`src/rtl/uart_tx_ctrl.sv`:
```
// UART transmit frame controller: start, LSB-first data, optional parity, stop.
// Define UART_TX_BACK2BACK_EN to accept a new frame from STOP with no idle gap.
module uart_tx_ctrl #(
  parameter int DATA_WIDTH = 8
) (
  input  logic                  CLK,
  input  logic                  RST,
  input  logic [DATA_WIDTH-1:0] P_DATA,
  input  logic                  Data_Valid,
  input  logic                  PAR_EN,
  input  logic                  PAR_TYP,
  output logic [1:0]            MUX_SEL,
  output logic                  SER_DATA,
  output logic                  PAR_BIT,
  output logic                  Busy
);

  localparam int CNT_W = $clog2(DATA_WIDTH) + 1;
  localparam logic [CNT_W-1:0] LAST_BIT = CNT_W'(DATA_WIDTH - 1);

  typedef enum logic [2:0] {
    S_IDLE,
    S_START,
    S_DATA,
    S_PARITY,
    S_STOP
  } state_t;

  // Line-mux select codes driven to the downstream output register.
  localparam logic [1:0] SEL_START  = 2'b00;
  localparam logic [1:0] SEL_DATA   = 2'b01;
  localparam logic [1:0] SEL_PARITY = 2'b10;
  localparam logic [1:0] SEL_STOP   = 2'b11;

  state_t                  state;
  state_t                  state_nxt;
  logic [DATA_WIDTH-1:0]   shift_reg;
  logic [CNT_W-1:0]        bit_cnt;
  logic                    par_en_q;
  logic                    accept;

  // A new frame is only taken when the previous one can no longer be disturbed.
`ifdef UART_TX_BACK2BACK_EN
  assign accept = Data_Valid && ((state == S_IDLE) || (state == S_STOP));
`else
  assign accept = Data_Valid && (state == S_IDLE);
`endif

  // NOTE: every variable written here gets a default first, so no path leaves it
  // unassigned and no latch is inferred.
  always_comb begin
    state_nxt = state;
    if (accept) begin
      state_nxt = S_START;
    end else begin
      unique case (state)
        S_IDLE:   state_nxt = S_IDLE;
        S_START:  state_nxt = S_DATA;
        S_DATA:   if (bit_cnt == LAST_BIT) state_nxt = par_en_q ? S_PARITY : S_STOP;
        S_PARITY: state_nxt = S_STOP;
        S_STOP:   state_nxt = S_IDLE;
        default:  state_nxt = S_IDLE;
      endcase
    end
  end

  // Outputs are registered from the next state so they always match the Moore
  // decode of the current state without a combinational path to the pins.
  // NOTE: all state here uses non-blocking assignments so every register samples
  // pre-edge values, regardless of statement order.
  always_ff @(posedge CLK or negedge RST) begin
    if (!RST) begin
      state     <= S_IDLE;
      shift_reg <= '0;
      bit_cnt   <= '0;
      par_en_q  <= 1'b0;
      PAR_BIT   <= 1'b0;
      SER_DATA  <= 1'b0;
      MUX_SEL   <= SEL_STOP;
      Busy      <= 1'b0;
    end else begin
      state <= state_nxt;

      unique case (state_nxt)
        S_START:  MUX_SEL <= SEL_START;
        S_DATA:   MUX_SEL <= SEL_DATA;
        S_PARITY: MUX_SEL <= SEL_PARITY;
        default:  MUX_SEL <= SEL_STOP;
      endcase
      Busy <= (state_nxt != S_IDLE);

      if (accept) begin
        shift_reg <= P_DATA;
        par_en_q  <= PAR_EN;
        PAR_BIT   <= (^P_DATA) ^ PAR_TYP;
        bit_cnt   <= '0;
      end else if (state == S_START) begin
        SER_DATA <= shift_reg[0];
      end else if (state == S_DATA) begin
        // SER_DATA tracks shift_reg[0] one step ahead of the shift itself.
        shift_reg <= shift_reg >> 1;
        SER_DATA  <= shift_reg[1];
        bit_cnt   <= bit_cnt + 1'b1;
      end
    end
  end

endmodule

```
`config.mk`:
```
export PLATFORM = sky130hd
export DESIGN_NAME = uart_tx_ctrl
export DESIGN_NICKNAME = d
export VERILOG_FILES = /design/src/rtl/uart_tx_ctrl.sv
export SDC_FILE = /design/constraint.sdc
export NUM_CORES = 1
export LEC_CHECK = 0
export CAP_MARGIN = 20
export CORE_MARGIN = 2
export CORE_UTILIZATION = 30
export CTS_BUF_LIST = sky130_fd_sc_hd__clkbuf_2
export CTS_CLUSTER_DIAMETER = 150
export DETAILED_ROUTE_END_ITERATION = 8
export PLACE_DENSITY = 0.55
export SYNTH_ARGS = -nofsm -noshare
export SYNTH_HDL_FRONTEND = slang
export SYNTH_SLANG_ARGS = --single-unit
```
`constraint.sdc`:
```
create_clock -name CLK -period 3.94 [get_ports CLK]
set_input_delay 0.788 -clock CLK [delete_from_list [all_inputs] [get_ports CLK]]
set_output_delay 0.788 -clock CLK [all_outputs]
set_load 0.05 [all_outputs]
```
* After elaboration in Yosys (flattened, before gate mapping) *
Cells that the tools add are included.

cells by class
  add/sub/neg operators = 1
  eq/ne operators = 8
  mux-type cells = 13
  bitwise logic cells = 2
  reduce and logical (&&, ||, !) cells = 8

operators with widths
  operator                                                                number
  8-bit two-way mux                                                       3
  3-bit by 2-bit equality test with 1-bit output (second input constant)  4
  4-bit two-way mux                                                       3
  3-bit two-way mux                                                       3
  3-bit case mux with 3 select lines                                      1
  8-bit parity                                                            1
  3-bit by 1-bit equality test with 1-bit output (second input constant)  2
  2-bit case mux with 3 select lines                                      1
  4-bit by 1-bit adder with 4-bit output (second input constant)          1
  4-bit by 3-bit equality test with 1-bit output (second input constant)  1
  2-bit AND reduction                                                     2
  2-bit nonzero test                                                      2
  3-bit logical NOT                                                       1
  3-bit nonzero test                                                      1
  1-bit two-way mux                                                       2
  2-bit != test (second input constant)                                   1
  1-bit logical AND                                                       1
  1-bit NOT                                                               1
  1-bit bitwise XOR                                                       1

storage, ports and cells
  bits in registers = 21
  output and inout bits = 5
  word-level logic and storage cells = 40

* Depth between registers and ports, before layout *
  word-level depth = 6
  depth in mapped cells = 5

* Least setup slack after synthesis *
Ideal clock, no wire load.

  kind = input to register
  start = input port P_DATA[3]
  end = register PAR_BIT
  data arrival time = 1.693 ns
  path slack = 2.122 ns
  cell stages on the path = 4
  path buffers = 0
  cells stage by stage = xnor2_1 xnor3_1 xnor2_1 mux2_2

between the ends
  cells in the longest elaborated chain, start to end = 2

RTL lines
  element                 RTL line  RTL
  start: declaration      8         input logic [DATA_WIDTH-1:0] P_DATA,
  8-bit parity            95        PAR_BIT <= (^P_DATA) ^ PAR_TYP;
  1-bit bitwise XOR       95
  end signal: assignment  95
  end: declaration        14        output logic PAR_BIT,

Every way passes these cells.
A chain may end at the register's enable or synchronous reset.

* Worst setup path in the final report *
  start = register MUX_SEL[1]
  end = output port MUX_SEL[1]

RTL lines
  element                   RTL line  RTL
  start: declaration        12        output logic [1:0] MUX_SEL,
  start signal: assignment  79        MUX_SEL <= SEL_STOP;
  start signal: assignment  85        S_START: MUX_SEL <= SEL_START;
  start signal: assignment  86        S_DATA: MUX_SEL <= SEL_DATA;

No word-level cell between the ends.

==> metrics <==
result of the run finished, final reports clean; Die Span X 62.4 µm; Filler Cell Count 348; Max H-tree Level 1; placed cell count 148; routed length per instance 11.4 µm; count of warnings emitted by yosys 0; unrepaired setup endpoints after global routing false; final HPWL from detailed placement 1270 µm; number of enable-type register cells in the synthesized netlist 0; site row count 21; starting utilization of the core area 31.0%; final weighted congestion in routability-driven placement 0.684; worst path required time 3.15 ns; proportion of synthesized flip-flops having asynchronous set or reset 100%; number of global-route vias before repair 689; Placement Cell Area 1220 µm²; MaxCap Viol Count 0; worst supply voltage drop on vdd 0.000163 V; prevailing post-synth register cell dfrtp_1; number of buffers added by the clock tree synthesis step 3; via total after detailed routing 689; FF-to-FF setup slack 2.20 ns; first-pass GRT wire length 3040 µm; count of instances resized after the clock tree is built 0; cell depth of the worst flop-to-flop path 4; count of pins over their slew limit 0; total wire length after detailed routing 1730 µm; origin of the worst min-delay path par_en_q$_DFFE_PN0N_; clock transition time at the flip-flop clock pins of the worst setup and hold paths 0.21 ns; CP Data Arrival Time 1.66 ns; CP top delay family buffers and inverters; synthesized area divided by synthesized cell count 11.6 µm²; final sum of negative setup slack 0 ns; Power Density 738 nW/µm²; type of element launching the critical path flip-flop; Syn Inst Count 88; cell chosen for the clock root clkbuf_2; DRC violations left 0; hold-critical path endpoint MUX_SEL[0]$_DFF_PN1_; critical path depth in cells 1; number of DRC markers after the initial detailed-route iteration 29; reg-to-reg startpoint state[2]$_DFF_PN0_; number of nets with antenna violations after routing 0; Worst Hold Depth 1; critical register-to-register path endpoint bit_cnt[3]$_DFFE_PN0P_; overall routing resource usage 9.87%; static leakage power 0.000523 µW; Vias per Instance 4.53; final clock skew 0.0147 ns; flip-flop count of the largest register, all copies and words added 8; Synth cell types 29; CP cell instances clkdlybuf4s50_1; synth cell count leaders dfrtp_1, nand2_1, nor2_1; classification of the worst setup path reg -> out; # setup viols final 0; Synthesized Nets 102; number of top-level pins 18; most frequently used cell type in the post-synthesis netlist dfrtp_1; register bit total from synthesis 21; die height 62.4 µm; CP bufs+invs 1; fraction of synthesized cell area taken by the top area cell type 46.4%; Num Clock Sinks 21; worst hold margin 0.489 ns; nature of the critical path endpoint output port; worst slew margin relative to its limit 36.8%; first drt pass iteration count 4; area inside the core boundary 3310 µm²; post-route clock period utilization 62.2%; CTS tree done; transition time at the pin with the least slew margin 0.946 ns; Overflow after GRT 0; Seq/Total Area, Yosys 51.5%; input/output buffers 17; Slowest cell on crit path clkdlybuf4s50_1; P&R area growth vs syn 21.5%; Post-CTS Hold Fix Bufs 0; floorplan die area 3900 µm²; pin count of the biggest net entering global routing 22; count of placed standard cells in the final layout, fillers left out 152; initial antenna violation count 0; largest stage delay on the critical path 0.79 ns; number of nets in the layout 121; crit path max fanout 1; library cell occupying the most area in the post-synthesis netlist dfrtp_1; Fmax 408 MHz; total non-filler cell area in the finished layout 1240 µm²; CTS Buffer Depth 2; final hold violation count 0; Mapped Area 1020 µm²; worst-skew pair later-pin latency 0.32 ns; worst hold path type reg -> reg; antenna cell count 0; post-layout minimum cycle time 2.45 ns; cell types occupying the most area after synthesis dfrtp_1, mux2i_1, dfstp_2; fraction of layout cells with a size suffix above 1 11.3%; setup bufs post-CTS 0
==> cell type report <==
type / count / area (µm²) / area share (%)
clock buffers: 4 / 20.0 / 1.61
multi-input cells: 62 / 458 / 36.8
inverters: 1 / 3.75 / 0.302
flip-flops and latches: 21 / 528 / 42.4
well taps: 46 / 57.6 / 4.62
repair buffers: 18 / 178 / 14.3
==> metal layers <==
metal	GRT usage (%)	part of all wire, %	vias up
met5	0	0	-
li1	-	-	342
met3	1.98	4.8	0
met1	14.2	51	329
met2	14.1	44	18
met4	5.00	0	0
==> stage by stage <==
step	utilization (%)	setup WS (ns)	total power, µW
after global routing	37.6	1.44	988
final	37.6	1.49	919
after floorplan	-	2.12	737
after global placement	37.0	1.52	828
after detailed placement	37.0	1.51	837
after CTS	37.6	1.48	927
==> worst max path at each step <==
stage / from / end / slack (ns)
detailed placement: Data_Valid / par_en_q$_DFFE_PN0N_ / 1.51
finish: MUX_SEL[1]$_DFF_PN1_ / MUX_SEL[1] / 1.49
CTS: MUX_SEL[1]$_DFF_PN1_ / MUX_SEL[1] / 1.48
global route: MUX_SEL[1]$_DFF_PN1_ / MUX_SEL[1] / 1.44
floorplan: P_DATA[3] / PAR_BIT$_DFFE_PN0N_ / 2.12
global placement: Data_Valid / PAR_BIT$_DFFE_PN0N_ / 1.52
==> placed cells by master, fill, tap and decap left out, drive strengths merged, types with 2 or more instances in the layout <==
| master | instances |
|---|---|
| xnor2 | 6 |
| o22a | 2 |
| nor3 | 2 |
| a22o | 2 |
| dfrtp | 19 |
| clkbuf | 4 |
| clkdlybuf4s50 | 17 |
| mux2 | 2 |
| nand2 | 9 |
| o21ai | 7 |
| dfstp | 2 |
| nor2 | 9 |
| mux2i | 7 |
| nor3b | 2 |
| nand2b | 3 |
| xor2 | 3 |
==> power breakdown <==
| part | total [µW] | internal [µW] | switching, µW |
|---|---|---|---|
| registers | 388 | 315 | 72.7 |
| logic | 438 | 202 | 237 |
| clock network | 92.6 | 26.9 | 65.7 |
==> cell families (layout without fill, tap and decap cells) <==
logic type | after synthesis | count (layout) | share of synthesized area [%]
AOI/OAI and AO/OA | 15 | 15 | 9.65
adders and majority gates | 1 | 1 | 1.22
DFF | 21 | 21 | 51.5
buffers and inverters | 5 | 23 | 3.78
and+or+nand+nor | 27 | 27 | 14.9
muxes | 9 | 9 | 9.04
xor gates and xnor gates | 10 | 10 | 9.89
No activity file was read; power rests on OpenSTA's default activity.
